## config.mk

```make
export PLATFORM = sky130hd
export DESIGN_NAME = seq_divider
export DESIGN_NICKNAME = d
export VERILOG_FILES = /design/src/rtl/div_pkg.sv /design/src/rtl/div_step.sv /design/src/rtl/seq_divider.sv
export SDC_FILE = /design/constraint.sdc
export NUM_CORES = 1
export LEC_CHECK = 0
export BUFFER_PORTS_ARGS = -buffer_cell sky130_fd_sc_hd__buf_2
export CORE_ASPECT_RATIO = 0.8
export CORE_MARGIN = 10
export CORE_UTILIZATION = 25
export DETAILED_ROUTE_END_ITERATION = 10
export PLACE_DENSITY = 0.53
export SKIP_LAST_GASP = 1
export SYNTH_ARGS = -nofsm -noshare
export SYNTH_HDL_FRONTEND = slang
export SYNTH_SLANG_ARGS = --single-unit
```

## constraint.sdc

```tcl
create_clock -name clk -period 5.2 [get_ports clk]
set_input_delay 0.78 -clock clk [delete_from_list [all_inputs] [get_ports clk]]
set_output_delay 0.78 -clock clk [all_outputs]
set_load 0.005 [all_outputs]
```

## src/rtl/div_pkg.sv

```systemverilog
// Shared definitions for the sequential restoring divider.
//   DEF_DIVIDEND_W / DEF_DIVISOR_W : default operand widths (8-bit / 4-bit)
//   DEF_CNT_W                      : bit-counter width for the default dividend
//   ST_*                           : FSM state encodings (IDLE, RUN, DONE)
package div_pkg;

  localparam int DEF_DIVIDEND_W = 8;
  localparam int DEF_DIVISOR_W  = 4;
  localparam int DEF_CNT_W      = $clog2(DEF_DIVIDEND_W);

  typedef logic [1:0] state_t;

  localparam state_t ST_IDLE = 2'd0;
  localparam state_t ST_RUN  = 2'd1;
  localparam state_t ST_DONE = 2'd2;

endpackage

```

## src/rtl/div_step.sv

```systemverilog
// One restoring-division step (purely combinational).
// Ports:
//   partial      in   current partial remainder (DIVISOR_W+1 bits, always < divisor)
//   next_bit     in   next dividend bit, MSB-first
//   divisor      in   divisor
//   partial_next out  partial remainder after this step
//   q_bit        out  quotient bit produced by this step
module div_step #(
  parameter int DIVISOR_W = 4
) (
  input  logic [DIVISOR_W:0]   partial,
  input  logic                 next_bit,
  input  logic [DIVISOR_W-1:0] divisor,
  output logic [DIVISOR_W:0]   partial_next,
  output logic                 q_bit
);

  // One bit wider than the stored partial so the shift never drops a bit,
  // even though the stored top bit is always 0 in practice.
  logic [DIVISOR_W+1:0] shifted;
  logic [DIVISOR_W+1:0] divisor_ext;

  assign shifted     = {partial, next_bit};
  assign divisor_ext = {2'b00, divisor};
  assign q_bit       = (shifted >= divisor_ext);

  // When the subtract is skipped, the shifted value is kept as-is ("restore").
  assign partial_next = q_bit ? (DIVISOR_W+1)'(shifted - divisor_ext)
                              : (DIVISOR_W+1)'(shifted);

endmodule

```

## src/rtl/seq_divider.sv

```systemverilog
// Sequential unsigned restoring divider, one quotient bit per clock.
// Ports:
//   clk       in   clock, rising edge
//   rst       in   synchronous active-low reset
//   start     in   request; accepted only in IDLE
//   inta      in   dividend (DIVIDEND_W), sampled on the accepting edge
//   intb      in   divisor (DIVISOR_W), sampled on the accepting edge
//   busy      out  high while in RUN or DONE
//   done      out  one-cycle pulse; out/rem/div_zero valid from this cycle
//   out       out  quotient, held until the next result is loaded
//   rem       out  remainder, held until the next result is loaded
//   div_zero  out  divisor was zero, held with out/rem
//
// Handshake: a request is taken on any rising edge where start=1 and busy=0;
// start while busy=1 is ignored. The result is announced by done=1 for
// exactly one cycle, after which busy drops and a new request may be taken
// on the following edge. DIVISOR_W must not exceed DIVIDEND_W.
module seq_divider
  import div_pkg::*;
#(
  parameter int DIVIDEND_W = DEF_DIVIDEND_W,
  parameter int DIVISOR_W  = DEF_DIVISOR_W
) (
  input  logic                  clk,
  input  logic                  rst,
  input  logic                  start,
  input  logic [DIVIDEND_W-1:0] inta,
  input  logic [DIVISOR_W-1:0]  intb,
  output logic                  busy,
  output logic                  done,
  output logic [DIVIDEND_W-1:0] out,
  output logic [DIVISOR_W-1:0]  rem,
  output logic                  div_zero
);

  localparam int CNT_W = ($clog2(DIVIDEND_W) < 1) ? 1 : $clog2(DIVIDEND_W);

  state_t                state;
  logic [CNT_W-1:0]      cnt;
  logic [DIVIDEND_W-1:0] dividend;
  logic [DIVISOR_W-1:0]  divisor;
  logic [DIVISOR_W:0]    partial;
  logic [DIVISOR_W:0]    partial_next;
  logic [DIVIDEND_W-1:0] quot;
  logic [DIVIDEND_W-1:0] quot_next;
  logic                  q_bit;

  div_step #(
    .DIVISOR_W(DIVISOR_W)
  ) u_step (
    .partial     (partial),
    .next_bit    (dividend[DIVIDEND_W-1]),
    .divisor     (divisor),
    .partial_next(partial_next),
    .q_bit       (q_bit)
  );

  // Quotient bits enter at the LSB; after DIVIDEND_W steps the first bit
  // resolved has reached the MSB.
  assign quot_next = DIVIDEND_W'({quot, q_bit});

  assign busy = (state != ST_IDLE);
  assign done = (state == ST_DONE);

  always_ff @(posedge clk) begin
    if (!rst) begin
      state    <= ST_IDLE;
      cnt      <= '0;
      dividend <= '0;
      divisor  <= '0;
      partial  <= '0;
      quot     <= '0;
      out      <= '0;
      rem      <= '0;
      div_zero <= 1'b0;
    end else begin
      case (state)
        ST_IDLE: begin
          if (start) begin
            dividend <= inta;
            divisor  <= intb;
            partial  <= '0;
            quot     <= '0;
            cnt      <= CNT_W'(DIVIDEND_W - 1);
            if (intb == '0) begin
              // No iteration needed: publish the fixed divide-by-zero result.
              out      <= '1;
              rem      <= '0;
              div_zero <= 1'b1;
              state    <= ST_DONE;
            end else begin
              state <= ST_RUN;
            end
          end
        end
        ST_RUN: begin
          dividend <= dividend << 1;
          partial  <= partial_next;
          quot     <= quot_next;
          if (cnt == '0) begin
            out      <= quot_next;
            rem      <= partial_next[DIVISOR_W-1:0];
            div_zero <= 1'b0;
            state    <= ST_DONE;
          end else begin
            cnt <= cnt - 1'b1;
          end
        end
        ST_DONE: state <= ST_IDLE;
        default: state <= ST_IDLE;
      endcase
    end
  end

endmodule

```

-- Word level (Yosys, flattened, before mapping)
Index checks and enable logic that the tools add are counted.
- register bits after elaboration: 42
- input port bits: 15
- output and inout port bits: 15
- word-level logic and storage cells: 54
- add/sub/neg operators: 2
- $lt $le $gt $ge: 1
- equal/unequal tests: 6
- muxes and demuxes: 26
- reduce and logical (&&, ||, !) cells: 10
- operators by type and width (cell ; number):
    two-way mux 8 bit ; 4
    case mux 8 bit (2 select lines) ; 2
    case mux 7 bit (2 select lines) ; 1
    two-way mux 4 bit ; 3
    two-way mux 5 bit ; 2
    case mux 5 bit (2 select lines) ; 1
    inequality test 2 bit (second input constant) ; 4
    case mux 4 bit (2 select lines) ; 1
    two-way mux 7 bit ; 1
    greater-or-equal comparator 6 x 4 -> 1 bit ; 1
    two-way mux 2 bit ; 3
    two-way mux 3 bit ; 2
    case mux 3 bit (2 select lines) ; 1
    AND reduction 2 bit ; 3
    subtractor 5 x 4 -> 5 bit ; 1
    zero test 4 bit ; 1
    case mux 2 bit (2 select lines) ; 1
    AND reduction 4 bit ; 1
    nonzero test 2 bit ; 2
    zero test 3 bit ; 1
    two-way mux 1 bit ; 3
    AND reduction 3 bit ; 1
    subtractor 3 x 1 -> 3 bit (second input constant) ; 1
    equality test 2 x 1 -> 1 bit (second input constant) ; 1
    3 further kinds ; 3

-- Longest topological paths before layout
Gate-level depths: netlist of run 1.
- depth after elaboration: 4
- mapped depth: 8

-- Modules after synthesis
Synthesis of run 1 repeated with hierarchy kept, for this count alone.
- cell total of the unflattened synthesis: 209
- area, all modules: 1891.8 sq um
- modules (own cells, without submodules) (module ; instances ; cells an instance ; area each (sq um)):
    seq_divider ; 1 ; 180 ; 1657.8
    div_step ; 1 ; 29 ; 234.0

-- Worst setup path before layout of run 1
No wires, ideal clock.
- path kind: register to register
- start point: register dividend[7]
- end point: register partial[2]
- data arrival time: 1.826 ns
- path slack: 3.303 ns
- cell stages (with the launch flop): 9
- buffers on the path: 0
- clock period less this slack: 1.897 ns
- cell sequence: dfxtp_1 -> inv_1 -> ha_1 -> fa_1 -> nand2b_1 -> a21oi_4 -> nor3_2 -> or3_1 -> a21oi_1
- longest elaborated chain between the ends: 3
- RTL lines (what ; line ; RTL):
    from (decl) ; seq_divider.sv:40 ; logic [DIVIDEND_W-1:0] dividend;
    from (signal assigned) ; seq_divider.sv:80 ; dividend <= inta;
    from (signal assigned) ; seq_divider.sv:97 ; dividend <= dividend << 1;
    subtractor 5 x 4 -> 5 bit / greater-or-equal comparator 6 x 4 -> 1 bit (equally long branches) ; div_step.sv:28, div_step.sv:25 ;
    two-way mux 5 bit * ; div_step.sv:28 ; assign partial_next = q_bit ? (DIVISOR_W+1)'(shifted - divisor_ext)
    case mux 5 bit (2 select lines) * ; seq_divider.sv:77 ; case (state)
    to (signal assigned) ; seq_divider.sv:98 ; partial <= partial_next;
    to (decl) ; seq_divider.sv:42 ; logic [DIVISOR_W:0] partial;
Mark *: on every way between the ends. The rest lies on a longest branch, timed or not.
A chain may end at the register's enable or synchronous reset.

-- Final worst setup path of run 1
Ends and elaborated chain as after synthesis.

==> flow_summary.rst, run 1 <==
.. list-table::
   :header-rows: 1

   * - Metric
     - Value
   * - Unrepaired setup endpoints after global routing
     - false
   * - Net load switching power
     - 0.2585 mW
   * - Total number of vias
     - 1538
   * - Antenna cell count
     - 0
   * - Cell taking the most area after synthesis
     - sky130_fd_sc_hd__dfxtp_1
   * - Total GRT Usage
     - 0.08143
   * - Register bit count reported by yosys
     - 42
   * - Number of cells upsized or downsized after cts
     - 0
   * - Crit path capture type
     - register
   * - Timing-limited maximum frequency
     - 0.4760 GHz
   * - Number of warning messages in the yosys log
     - 0
   * - Post-DR wirelength/cell
     - 13.44 um
   * - Max_cap viols
     - 0
   * - Floorplan row count
     - 28
   * - Finish-stage setup viols
     - 0
   * - Hold-fix buffer count after cts
     - 0
   * - Final cell utilization of the core
     - 0.2974
   * - Worst max-slew margin expressed relative to the limit
     - 0.3657
   * - Most frequently used cell type in the post-synthesis netlist
     - sky130_fd_sc_hd__dfxtp_1
   * - Final WL
     - 4367 um
   * - Part of the power in the clock network
     - 0.272
   * - Starting utilization of the core area
     - 0.2565
   * - Leakage
     - 0.8887 nW
   * - Switching portion of total power
     - 0.3280
   * - CTS buffer count
     - 5
   * - Pin count of the biggest net entering global routing
     - 28
   * - Share of post-route cells with drive strength above 1
     - 0.2383
   * - Cell Count, Final, Fillers Out
     - 325
   * - Post-Synthesis Cells
     - 207
   * - Root Buffer
     - sky130_fd_sc_hd__clkbuf_8
   * - Area of the core
     - 7357 um^2
   * - Number of antenna violations at the first check in global routing
     - 0
   * - IO Pins
     - 30
   * - Shortest period the worst path allows
     - 2101 ps
   * - Die outline height
     - 97.71 um
   * - Final routed DRC violation total
     - 0
   * - Port buffer count
     - 29
   * - Startpoint Class
     - register
   * - First-pass GRT wire length
     - 7548 um
   * - Top cell types by occurrence after synthesis
     - sky130_fd_sc_hd__dfxtp_1 (42), sky130_fd_sc_hd__nor2_1 (29), sky130_fd_sc_hd__nand2_1 (26)
   * - Post-Syn Nets
     - 229
   * - Distinct cells, synth
     - 41
   * - Post-synth EDFFs
     - 0
   * - Post-DR vias/cell
     - 4.732
   * - Cell count after placement
     - 317
   * - Routability cong.
     - 0.8239
   * - Total congestion overflow
     - 0
   * - Largest driver fanout on the critical path
     - 5
   * - Cell chain of the critical path
     - inv_1, ha_1, fa_1, nand2b_1, a21oi_4, nor3_2, or3_1, a21oi_1
   * - Maximum level of the CTS H-tree
     - 2
   * - Highest-delay cell along the critical path
     - sky130_fd_sc_hd__fa_1
   * - Logic gate share of total power
     - 0.256
   * - Clock insertion delay at the later pin of the skew report
     - 300 ps
   * - Slowest Stage Delay on Critical Path
     - 400 ps
   * - Max IR drop VDD
     - 144.2 uV
   * - Final Cycle Share
     - 0.4040
   * - Final net count
     - 256
   * - Syn Area/Cell
     - 9.115 um^2
   * - Filler cell count in the final layout
     - 799
   * - Number of hold-slack violations in the final timing report
     - 0
   * - Clock tree from TritonCTS
     - done
   * - Hold Crit Class
     - reg2reg
   * - Cell internal power dissipation
     - 0.5295 mW
   * - Fraction of synthesized cell area taken by the top area cell type
     - 0.4456
   * - Synth Flop Type
     - sky130_fd_sc_hd__dfxtp_1
   * - TritonCTS sink count
     - 42
   * - Via count of the first global-routing pass
     - 1576
   * - Worst setup skew after layout
     - 11.92 ps
   * - Clock slew at reported path FFs
     - 80 ps
   * - Post-synthesis instance area
     - 1887 um^2
   * - Slew Limit Fails
     - 0
   * - Required time of the critical path
     - 5410 ps
   * - Setup Buffers After CTS
     - 0
   * - Width of the die
     - 117.1 um
   * - Total negative slack
     - 0 ps
   * - Cell Pwr Density
     - 360.1 nW/um^2
   * - Number of nets with antenna violations after routing
     - 0
   * - Fraction of registers with async set/reset
     - 0
   * - First-pass iteration count of the detailed router
     - 4
   * - Startpoint-to-endpoint class of the critical path
     - reg2reg
   * - Result of the run
     - finished clean
   * - Arrival time reported for the critical path endpoint
     - 2320 ps
   * - Tightest Pin Transition
     - 947.9 ps
   * - Floorplan die area
     - 11440 um^2
   * - Violation count after the first detailed-route iteration
     - 81
   * - Overall power
     - 0.7880 mW
   * - Sequential share of power
     - 0.471
   * - Sequential-to-total area share from yosys stat
     - 0.4456
   * - Area added between synthesis and finish
     - 15.98%
   * - Min Hold Slack
     - 460.2 ps
   * - Most area-consuming cells after synthesis
     - sky130_fd_sc_hd__dfxtp_1 (45%), sky130_fd_sc_hd__nor2_1 (5.8%), sky130_fd_sc_hd__nand2_1 (5.2%), sky130_fd_sc_hd__o221a_2 (4.2%), sky130_fd_sc_hd__ha_1 (4.0%)
   * - Clock tree buffer depth
     - 2
   * - Half-perimeter wire length of the detailed placement result
     - 3156 um
[registers in the layout, summed over array words and instances, names as in the netlist]
signal,flops
quot,7
dividend,8
state,2
cnt,3
divisor,4
div_zero,1
out,8
partial,5
rem,4
[logic make-up after synthesis]
family,synth area share
xor+xnor,0.01393
simple gates,0.2095
compound gates,0.2281
buf+inv,0.05238
fa+ha+maj,0.05040
flops,0.4456
[worst max-delay path, delay by kind of cell (launching register included)]
kind	cells	cell delay, ps
compound gates	2	360
fa+ha+maj	2	610
buf+inv	1	80
flops	1	340
simple gates	3	630
[placed cells by master, fill, tap and decap left out, types with 3 or more instances in the layout]
cell / count
sky130_fd_sc_hd__buf_2: 29
sky130_fd_sc_hd__nand2_1: 26
sky130_fd_sc_hd__a22oi_1: 7
sky130_fd_sc_hd__ha_1: 6
sky130_fd_sc_hd__clkbuf_8: 5
sky130_fd_sc_hd__a21oi_1: 10
sky130_fd_sc_hd__a32oi_1: 4
sky130_fd_sc_hd__nor2b_1: 3
sky130_fd_sc_hd__inv_1: 10
sky130_fd_sc_hd__dfxtp_1: 42
sky130_fd_sc_hd__o21ai_2: 3
sky130_fd_sc_hd__o221a_2: 7
sky130_fd_sc_hd__nand3_1: 6
sky130_fd_sc_hd__a311oi_1: 7
sky130_fd_sc_hd__nand2b_1: 5
sky130_fd_sc_hd__nor2_1: 29
[cell type report]
| type | instances | area (um^2) | area share |
|---|---|---|---|
| inverters | 11 | 41.29 | 0.01887 |
| well taps | 90 | 112.6 | 0.05146 |
| flip-flops and latches | 42 | 840.8 | 0.3842 |
| clock buffers | 5 | 68.82 | 0.03145 |
| multi-input cells | 144 | 947.2 | 0.4328 |
| clock inverters | 3 | 25.02 | 0.01144 |
| repair buffers | 30 | 152.6 | 0.06975 |
[power groups by stage]
stage	Combinational [mW]	Clock (mW)	Sequential [mW]
floorplan	0.151	0	0.376
global placement	0.201	0	0.379
detailed placement	0.202	0	0.379
CTS	0.203	0.225	0.372
global route	0.231	0.238	0.376
finish	0.202	0.215	0.371
[through the flow]
step	instance area [um^2]	setup slack [ps]
floorplan	1887	3303
global placement	2095	2929
detailed placement	2095	2887
CTS	2188	3100
global route	2188	2974
finish	2188	3099
[worst paths after layout]
check | end | from | slack, ps | depth (start not counted)
max reg2reg | partial[2] | dividend[7] | 3100 | 8
min reg2reg | divisor[3] | divisor[3] | 460 | 2
min | divisor[3] | divisor[3] | 460 | 2
max | partial[2] | dividend[7] | 3100 | 8
[routing by layer]
layer | vias up | track usage | wire length (um)
met5 | - | 0 | 0
met4 | 0 | 0.03510 | 78
met3 | 9 | 0.02469 | 159
met2 | 26 | 0.1261 | 1910
met1 | 711 | 0.1013 | 2220
li1 | 792 | - | -
Note: power is estimated with default switching activity, not from simulation.
==> inputs of run 2 (changes only) <==
--- a/config.mk
+++ b/config.mk
@@ -5,12 +5,13 @@
 export SDC_FILE = /design/constraint.sdc
 export NUM_CORES = 1
 export LEC_CHECK = 0
+export ABC_AREA = 1
 export BUFFER_PORTS_ARGS = -buffer_cell sky130_fd_sc_hd__buf_2
 export CORE_ASPECT_RATIO = 0.8
 export CORE_MARGIN = 10
 export CORE_UTILIZATION = 25
 export DETAILED_ROUTE_END_ITERATION = 10
-export PLACE_DENSITY = 0.53
+export PLACE_DENSITY = 0.54
 export SKIP_LAST_GASP = 1
 export SYNTH_ARGS = -nofsm -noshare
 export SYNTH_HDL_FRONTEND = slang
==> constraint.sdc (replaced) <==
create_clock -name clk -period 1.7 [get_ports clk]
set_input_delay 0.255 -clock clk [delete_from_list [all_inputs] [get_ports clk]]
set_output_delay 0.255 -clock clk [all_outputs]
set_load 0.005 [all_outputs]
==> run 2 against run 1 <==
Area after synthesis up 2.1%. First-iteration DRC count decreased by 19%. Global-route usage is essentially flat. Via count increased by 7.3%. Critical path depth rose by 4. Clock skew decreased by 8.1 ps. Cell area increased by 7.8%. Sequential power increased to 3.1 times the previous value. Combinational power grew to 3.7 times the previous value. Clock-buffer cell count increased by 1. Hold slack got worse by 250 ps. Largest cell class unchanged. Highest routed layer unchanged.
==> flow_summary.rst, run 2 <==
.. list-table::
   :header-rows: 1

   * - Metric
     - Value
   * - Pin count of the biggest net entering global routing
     - 25
   * - Root Buffer
     - sky130_fd_sc_hd__clkbuf_8
   * - Final WL
     - 4594 um
   * - Most repeated library cell on the critical path
     - sky130_fd_sc_hd__nand2_2
   * - Area added between synthesis and finish
     - 22.48%
   * - Highest-delay cell along the critical path
     - sky130_fd_sc_hd__fa_2
   * - Distinct cells, synth
     - 31
   * - Register area
     - 842.1 um^2
   * - Min Hold Slack
     - 205.7 ps
   * - Post-DR vias/cell
     - 4.223
   * - Post-Syn Nets
     - 271
   * - Result of the run
     - finished clean
   * - Required time of the critical path
     - 1940 ps
   * - Instance area after placement
     - 2198 um^2
   * - Final Cycle Share
     - 0.9943
   * - Antenna cell count
     - 0
   * - Starting utilization of the core area
     - 0.2580
   * - First-pass GRT wire length
     - 7990 um
   * - Clock slew at reported path FFs
     - 80 ps
   * - Cell taking the most area after synthesis
     - sky130_fd_sc_hd__dfxtp_1
   * - Finished Cell Area
     - 2359 um^2
   * - Number of cell instances on the worst register-to-register path
     - 12
   * - Hold Crit Class
     - in2reg
   * - Unrepaired setup endpoints after global routing
     - true
   * - Post-Synthesis Cells
     - 249
   * - Post-DR wirelength/cell
     - 11.75 um
   * - First-pass iteration count of the detailed router
     - 4
   * - IO Pins
     - 30
   * - Total GRT Usage
     - 0.08107
   * - Overall power
     - 2.581 mW
   * - Number of nets with antenna violations after routing
     - 0
   * - Cell Count, Final, Fillers Out
     - 391
   * - Number of antenna violations at the first check in global routing
     - 0
   * - Final net count
     - 307
   * - Cell count after placement
     - 382
   * - Total number of vias
     - 1651
   * - Number of hold-slack violations in the final timing report
     - 0
   * - Most frequently used cell type in the post-synthesis netlist
     - sky130_fd_sc_hd__nand2_1
   * - Fraction of synthesized cell area taken by the top area cell type
     - 0.4366
   * - Fraction of registers with async set/reset
     - 0
   * - Routability cong.
     - 0.7403
   * - Launching point of the worst reg2reg path
     - dividend[7]
   * - Die outline height
     - 98.50 um
   * - Post-synth EDFFs
     - 0
   * - Shortest period the worst path allows
     - 1690 ps
   * - Area of the core
     - 7462 um^2
   * - Worst hold path stage count
     - 3
   * - Max IR drop VDD
     - 400.3 uV
   * - Clock insertion delay at the later pin of the skew report
     - 290 ps
   * - Reg2reg end
     - partial[2]
   * - Total congestion overflow
     - 0
   * - Most area-consuming cells after synthesis
     - sky130_fd_sc_hd__dfxtp_1 (44%), sky130_fd_sc_hd__nand2_1 (9.6%), sky130_fd_sc_hd__nor2_1 (6.0%), sky130_fd_sc_hd__inv_1 (5.1%), sky130_fd_sc_hd__a21oi_1 (3.9%)
   * - Syn Area/Cell
     - 7.733 um^2
   * - Largest driver fanout on the critical path
     - 6
   * - Floorplan row count
     - 28
   * - Registers with the most flip-flops
     - dividend x8, out x8, quot x7
   * - Worst setup skew after layout
     - 3.841 ps
   * - TritonCTS sink count
     - 42
   * - Max_cap viols
     - 0
   * - Leading cell type in the layout, fill and taps excluded
     - sky130_fd_sc_hd__nand2_1
   * - Final routed DRC violation total
     - 0
   * - Timing-limited maximum frequency
     - 0.5916 GHz
   * - Leakage
     - 1.101 nW
   * - Number of warning messages in the yosys log
     - 0
   * - Startpoint Class
     - register
   * - Tightest Pin Transition
     - 455.1 ps
   * - Sequential-to-total area share from yosys stat
     - 0.4366
   * - Floorplan die area
     - 11630 um^2
   * - Violation count after the first detailed-route iteration
     - 66
   * - Cell chain of the critical path
     - inv_2, ha_4, fa_2, inv_2, nand2_2, nand2_2, nand2_4, a21oi_4, nand2_2, nand3_2, nand2_1, inv_1
   * - Finish-stage setup viols
     - 0
   * - CTS buffer count
     - 5
   * - Width of the die
     - 118.1 um
   * - Worst max-slew margin expressed relative to the limit
     - 0.6962
   * - Top library cells by usage in the layout, fill and taps aside
     - sky130_fd_sc_hd__nand2_1 (48), sky130_fd_sc_hd__dfxtp_1 (41), sky130_fd_sc_hd__nor2_1 (31)
   * - Synth Flop Type
     - sky130_fd_sc_hd__dfxtp_1
   * - Crit path capture type
     - register
   * - Arrival time reported for the critical path endpoint
     - 1930 ps
   * - Register bit count reported by yosys
     - 42
   * - Startpoint-to-endpoint class of the critical path
     - reg2reg
   * - Filler cell count in the final layout
     - 808
   * - Clock tree from TritonCTS
     - done
   * - Half-perimeter wire length of the detailed placement result
     - 3377 um
   * - Cell Pwr Density
     - 1094 nW/um^2
   * - Share of post-route cells with drive strength above 1
     - 0.2797
   * - Port buffer count
     - 29
   * - Slack of the worst reg-to-reg path
     - 10 ps
   * - Slew Limit Fails
     - 0
   * - Endpoint, Worst Hold
     - divisor[0]
   * - Top cell types by occurrence after synthesis
     - sky130_fd_sc_hd__nand2_1 (49), sky130_fd_sc_hd__dfxtp_1 (42), sky130_fd_sc_hd__nor2_1 (31)
   * - Slowest Stage Delay on Critical Path
     - 350 ps
   * - Multi-input gate area in the final layout
     - 955.9 um^2
   * - CP top delay family
     - adder cells
   * - Clock tree buffer depth
     - 2
   * - Via count of the first global-routing pass
     - 1681
   * - Final cell utilization of the core
     - 0.3161
   * - Crit path buf inv count
     - 3
   * - Worst Min Path Start
     - intb[0]
   * - Maximum level of the CTS H-tree
     - 2
   * - Post-synthesis instance area
     - 1926 um^2
[run 2: area by class of cell]
class,instances,share of cell area
flip-flops and latches,42,0.3570
repair buffers,38,0.09019
inverters,31,0.05146
well taps,105,0.05570
clock inverters,2,0.005305
multi-input cells,167,0.4053
clock buffers,6,0.03501
[run 2: metal layers]
layer  part of all wire  GRT usage  vias up
met5                  0          0        -
met4             0.0035    0.01708        0
met3              0.043    0.02623        2
met2               0.44     0.1267       30
met1               0.52     0.1066      740
li1                   -          -      879
[run 2: cell families (layout without fill, tap and decap cells)]
| family | Yosys count | after routing | share of synthesized area |
|---|---|---|---|
| buffers and inverters | 40 | 77 | 0.09616 |
| AO/OA/AOI/OAI | 47 | 47 | 0.1397 |
| XOR/XNOR | 2 | 2 | 0.009098 |
| adder cells (fa/ha/maj) | 7 | 7 | 0.04938 |
| AND/OR/NAND/NOR | 111 | 111 | 0.2690 |
| flip-flops | 42 | 42 | 0.4366 |
[run 2: per-stage QoR]
step           setup TNS [ps]  worst slack, ps
5_1_grt                -986.6           -107.9
2_1_floorplan               0            15.61
6_report                    0            9.648
3_3_place_gp           -139.9           -22.72
4_1_cts                -7.686           -7.686
3_5_place_dp           -724.6           -88.96
[run 2: power breakdown]
group / switching [mW] / internal [mW]
logic: 0.448 / 0.307
registers: 0.0571 / 1.09
clock network: 0.348 / 0.327
total: 0.854 / 1.73
[run 2: worst register-to-register path, cell delays in order, from the launching register on]
cell	delay [ps]
sky130_fd_sc_hd__dfxtp_2	340
sky130_fd_sc_hd__inv_2	40
sky130_fd_sc_hd__ha_4	150
sky130_fd_sc_hd__fa_2	350
sky130_fd_sc_hd__inv_2	60
sky130_fd_sc_hd__nand2_2	40
sky130_fd_sc_hd__nand2_2	70
sky130_fd_sc_hd__nand2_4	60
sky130_fd_sc_hd__a21oi_4	250
sky130_fd_sc_hd__nand2_2	110
sky130_fd_sc_hd__nand3_2	60
sky130_fd_sc_hd__nand2_1	50
sky130_fd_sc_hd__inv_1	50
[run 2: worst max path at each step]
stage                start  cells past startpoint         end  slack [ps]
2_1_floorplan  dividend[7]                     12  partial[0]          20
3_3_place_gp   dividend[7]                     12      rem[0]         -20
3_5_place_dp   dividend[7]                     12      rem[3]         -90
4_1_cts        dividend[7]                     12      rem[3]          -8
5_1_grt        dividend[7]                     12      rem[3]        -110
6_report       dividend[7]                     12  partial[2]          10
[run 2: timing repair]
item | in CTS | in global routing
gates resized for setup | 7 | 8
endpoints found under the setup margin | 10 | 11
hold buffers | 0 | 0
pin swaps | 5 | 10
setup buffers | 1 | 0
==> inputs of run 3 (changes only) <==
--- a/config.mk
+++ b/config.mk
@@ -10,8 +10,10 @@
 export CORE_ASPECT_RATIO = 0.8
 export CORE_MARGIN = 10
 export CORE_UTILIZATION = 25
+export CTS_CLUSTER_SIZE = 25
 export DETAILED_ROUTE_END_ITERATION = 10
 export PLACE_DENSITY = 0.54
+export REMOVE_ABC_BUFFERS = 1
 export SKIP_LAST_GASP = 1
 export SYNTH_ARGS = -nofsm -noshare
 export SYNTH_HDL_FRONTEND = slang
==> run 3 against run 2 <==
Setup slack worse by 7.0 ps. Register-to-register slack barely moved. Global-route usage fell by 0.16 points. Die area is the same. Sequential share of layout area is 0.74 points lower. Critical path depth unchanged. Wire length is 2.4% lower. Cell count up 0.77%. Critical path type unchanged. Critical endpoint is now partial[3]. Largest power group unchanged.
==> flow_summary.rst, run 3 (synthesized netlist as in run 2, its figures left out) <==
.. list-table::
   :header-rows: 1

   * - Metric
     - Value
   * - Result of the run
     - finished clean
   * - Number of nets with antenna violations after routing
     - 0
   * - Clock insertion delay at the later pin of the skew report
     - 300 ps
   * - Worst hold path stage count
     - 3
   * - Finish-stage setup viols
     - 0
   * - Number of hold-slack violations in the final timing report
     - 0
   * - Top library cells by usage in the layout, fill and taps aside
     - sky130_fd_sc_hd__nand2_1 (48), sky130_fd_sc_hd__dfxtp_1 (41), sky130_fd_sc_hd__nor2_1 (31)
   * - Total negative slack
     - 0 ps
   * - Tightest Pin Transition
     - 430.9 ps
   * - Width of the die
     - 118.1 um
   * - Unrepaired setup endpoints after global routing
     - true
   * - Overall power
     - 2.729 mW
   * - Worst Min Path Start
     - intb[0]
   * - First-pass iteration count of the detailed router
     - 4
   * - First-pass GRT wire length
     - 7721 um
   * - Total number of vias
     - 1640
   * - Hold-fix buffer count after cts
     - 0
   * - Timing-limited maximum frequency
     - 0.5892 GHz
   * - Slew Limit Fails
     - 0
   * - Cell count after placement
     - 385
   * - Finished Cell Area
     - 2409 um^2
   * - Reg2reg end
     - partial[3]
   * - Largest driver fanout on the critical path
     - 6
   * - Maximum level of the CTS H-tree
     - 2
   * - Area of the core
     - 7462 um^2
   * - Share of post-route cells with drive strength above 1
     - 0.2837
   * - Number of cell instances on the worst register-to-register path
     - 12
   * - Final net count
     - 310
   * - Final Cycle Share
     - 0.9984
   * - CTS buffer count
     - 5
   * - Area added between synthesis and finish
     - 25.08%
   * - Arrival time reported for the critical path endpoint
     - 1950 ps
   * - Post-DR vias/cell
     - 4.162
   * - Instance area after placement
     - 2233 um^2
   * - Max_cap viols
     - 0
   * - Final routed DRC violation total
     - 0
   * - Crit path capture type
     - register
   * - Clock slew at reported path FFs
     - 90 ps
   * - Port buffer count
     - 29
   * - Starting utilization of the core area
     - 0.2580
   * - Filler cell count in the final layout
     - 806
   * - Hold Crit Class
     - in2reg
   * - TritonCTS sink count
     - 42
   * - Cell Count, Final, Fillers Out
     - 394
   * - Via count of the first global-routing pass
     - 1623
   * - Floorplan row count
     - 28
   * - Registers with the most flip-flops
     - dividend x8, out x8, quot x7
   * - Cell Pwr Density
     - 1133 nW/um^2
   * - Floorplan die area
     - 11630 um^2
   * - Total GRT Usage
     - 0.07945
   * - Leakage
     - 1.117 nW
   * - Clock tree from TritonCTS
     - done
   * - Slack of the worst reg-to-reg path
     - 3 ps
   * - Pin count of the biggest net entering global routing
     - 22
   * - Half-perimeter wire length of the detailed placement result
     - 3202 um
   * - Launching point of the worst reg2reg path
     - dividend[7]
   * - Violation count after the first detailed-route iteration
     - 69
   * - Leading cell type in the layout, fill and taps excluded
     - sky130_fd_sc_hd__nand2_1
   * - Antenna cell count
     - 0
   * - Worst setup skew after layout
     - 9.960 ps
   * - Max IR drop VDD
     - 378.1 uV
   * - Final WL
     - 4483 um
   * - Min Hold Slack
     - 211.3 ps
   * - Startpoint-to-endpoint class of the critical path
     - reg2reg
   * - Root Buffer
     - sky130_fd_sc_hd__clkbuf_8
   * - Total congestion overflow
     - 0
   * - IO Pins
     - 30
   * - Clock tree buffer depth
     - 2
   * - Number of antenna violations at the first check in global routing
     - 0
   * - Worst max-slew margin expressed relative to the limit
     - 0.7124
   * - Endpoint, Worst Hold
     - divisor[0]
   * - Shortest period the worst path allows
     - 1697 ps
   * - Routability cong.
     - 0.7946
   * - Required time of the critical path
     - 1950 ps
   * - Post-DR wirelength/cell
     - 11.38 um
   * - Startpoint Class
     - register
   * - Die outline height
     - 98.50 um
[run 3: cell count changes in the layout (fill, tap and decap cells not counted)]
cell	delta
sky130_fd_sc_hd__clkbuf_8	-1
sky130_fd_sc_hd__a21oi_1	+1
sky130_fd_sc_hd__buf_12	+1
sky130_fd_sc_hd__buf_4	+2
sky130_fd_sc_hd__a21oi_2	-1
sky130_fd_sc_hd__bufinv_16	+1
sky130_fd_sc_hd__clkinv_2	-1
sky130_fd_sc_hd__clkinvlp_4	+1
[run 3: worst max-delay path by stage]
stage / to / start
2_1_floorplan: partial[0] / dividend[7]
3_3_place_gp: rem[0] / dividend[7]
3_5_place_dp: rem[0] / dividend[7]
4_1_cts: partial[1] / dividend[7]
5_1_grt: rem[1] / dividend[7]
6_report: partial[3] / dividend[7]
[run 3: metal layers]
metal / wire, um / up-vias / track usage
met4: 61 / 0 / 0.02846
met3: 170 / 7 / 0.02509
met1: 2285 / 718 / 0.1041
met5: 0 / - / 0
met2: 1966 / 27 / 0.1198
li1: - / 888 / -
[run 3: critical path, cell delays in order, from the launching register on]
cell	delay [ps]
sky130_fd_sc_hd__dfxtp_2	340
sky130_fd_sc_hd__inv_2	40
sky130_fd_sc_hd__ha_4	150
sky130_fd_sc_hd__fa_2	350
sky130_fd_sc_hd__inv_2	60
sky130_fd_sc_hd__nand2_2	40
sky130_fd_sc_hd__nand2_2	70
sky130_fd_sc_hd__nand2_4	70
sky130_fd_sc_hd__a21oi_4	250
sky130_fd_sc_hd__nand2_2	110
sky130_fd_sc_hd__nand3_2	70
sky130_fd_sc_hd__nand2_1	50
sky130_fd_sc_hd__inv_1	50
[run 3: what timing repair did]
item / CTS / global route
setup endpoints to repair: 10 / 12
pin swaps: 3 / 6
buffers inserted: 1 / 0
resized for setup: 3 / 11
[run 3: power breakdown]
group	switching, mW	internal (mW)
clock	0.359	0.437
sequential	0.0577	1.09
combinational	0.455	0.327
total	0.871	1.86
[run 3: per-stage QoR]
| stage | worst slack (ps) | util |
|---|---|---|
| floorplan | 12.55 | - |
| global placement | -19.66 | 0.2993 |
| detailed placement | -58.42 | 0.2993 |
| CTS | 6.202 | 0.3164 |
| global route | -118.0 | 0.3228 |
| finish | 2.680 | 0.3228 |
[run 3: layout make-up]
type	count	area (um^2)	share of cell area
Clock inverter	3	45.04	0.01870
Timing Repair Buffer	41	247.7	0.1029
Multi-Input combinational cell	167	952.2	0.3953
Inverter	31	121.4	0.05039
Sequential cell	42	842.1	0.3496
Tap cell	105	131.4	0.05455
Clock buffer	5	68.82	0.02857
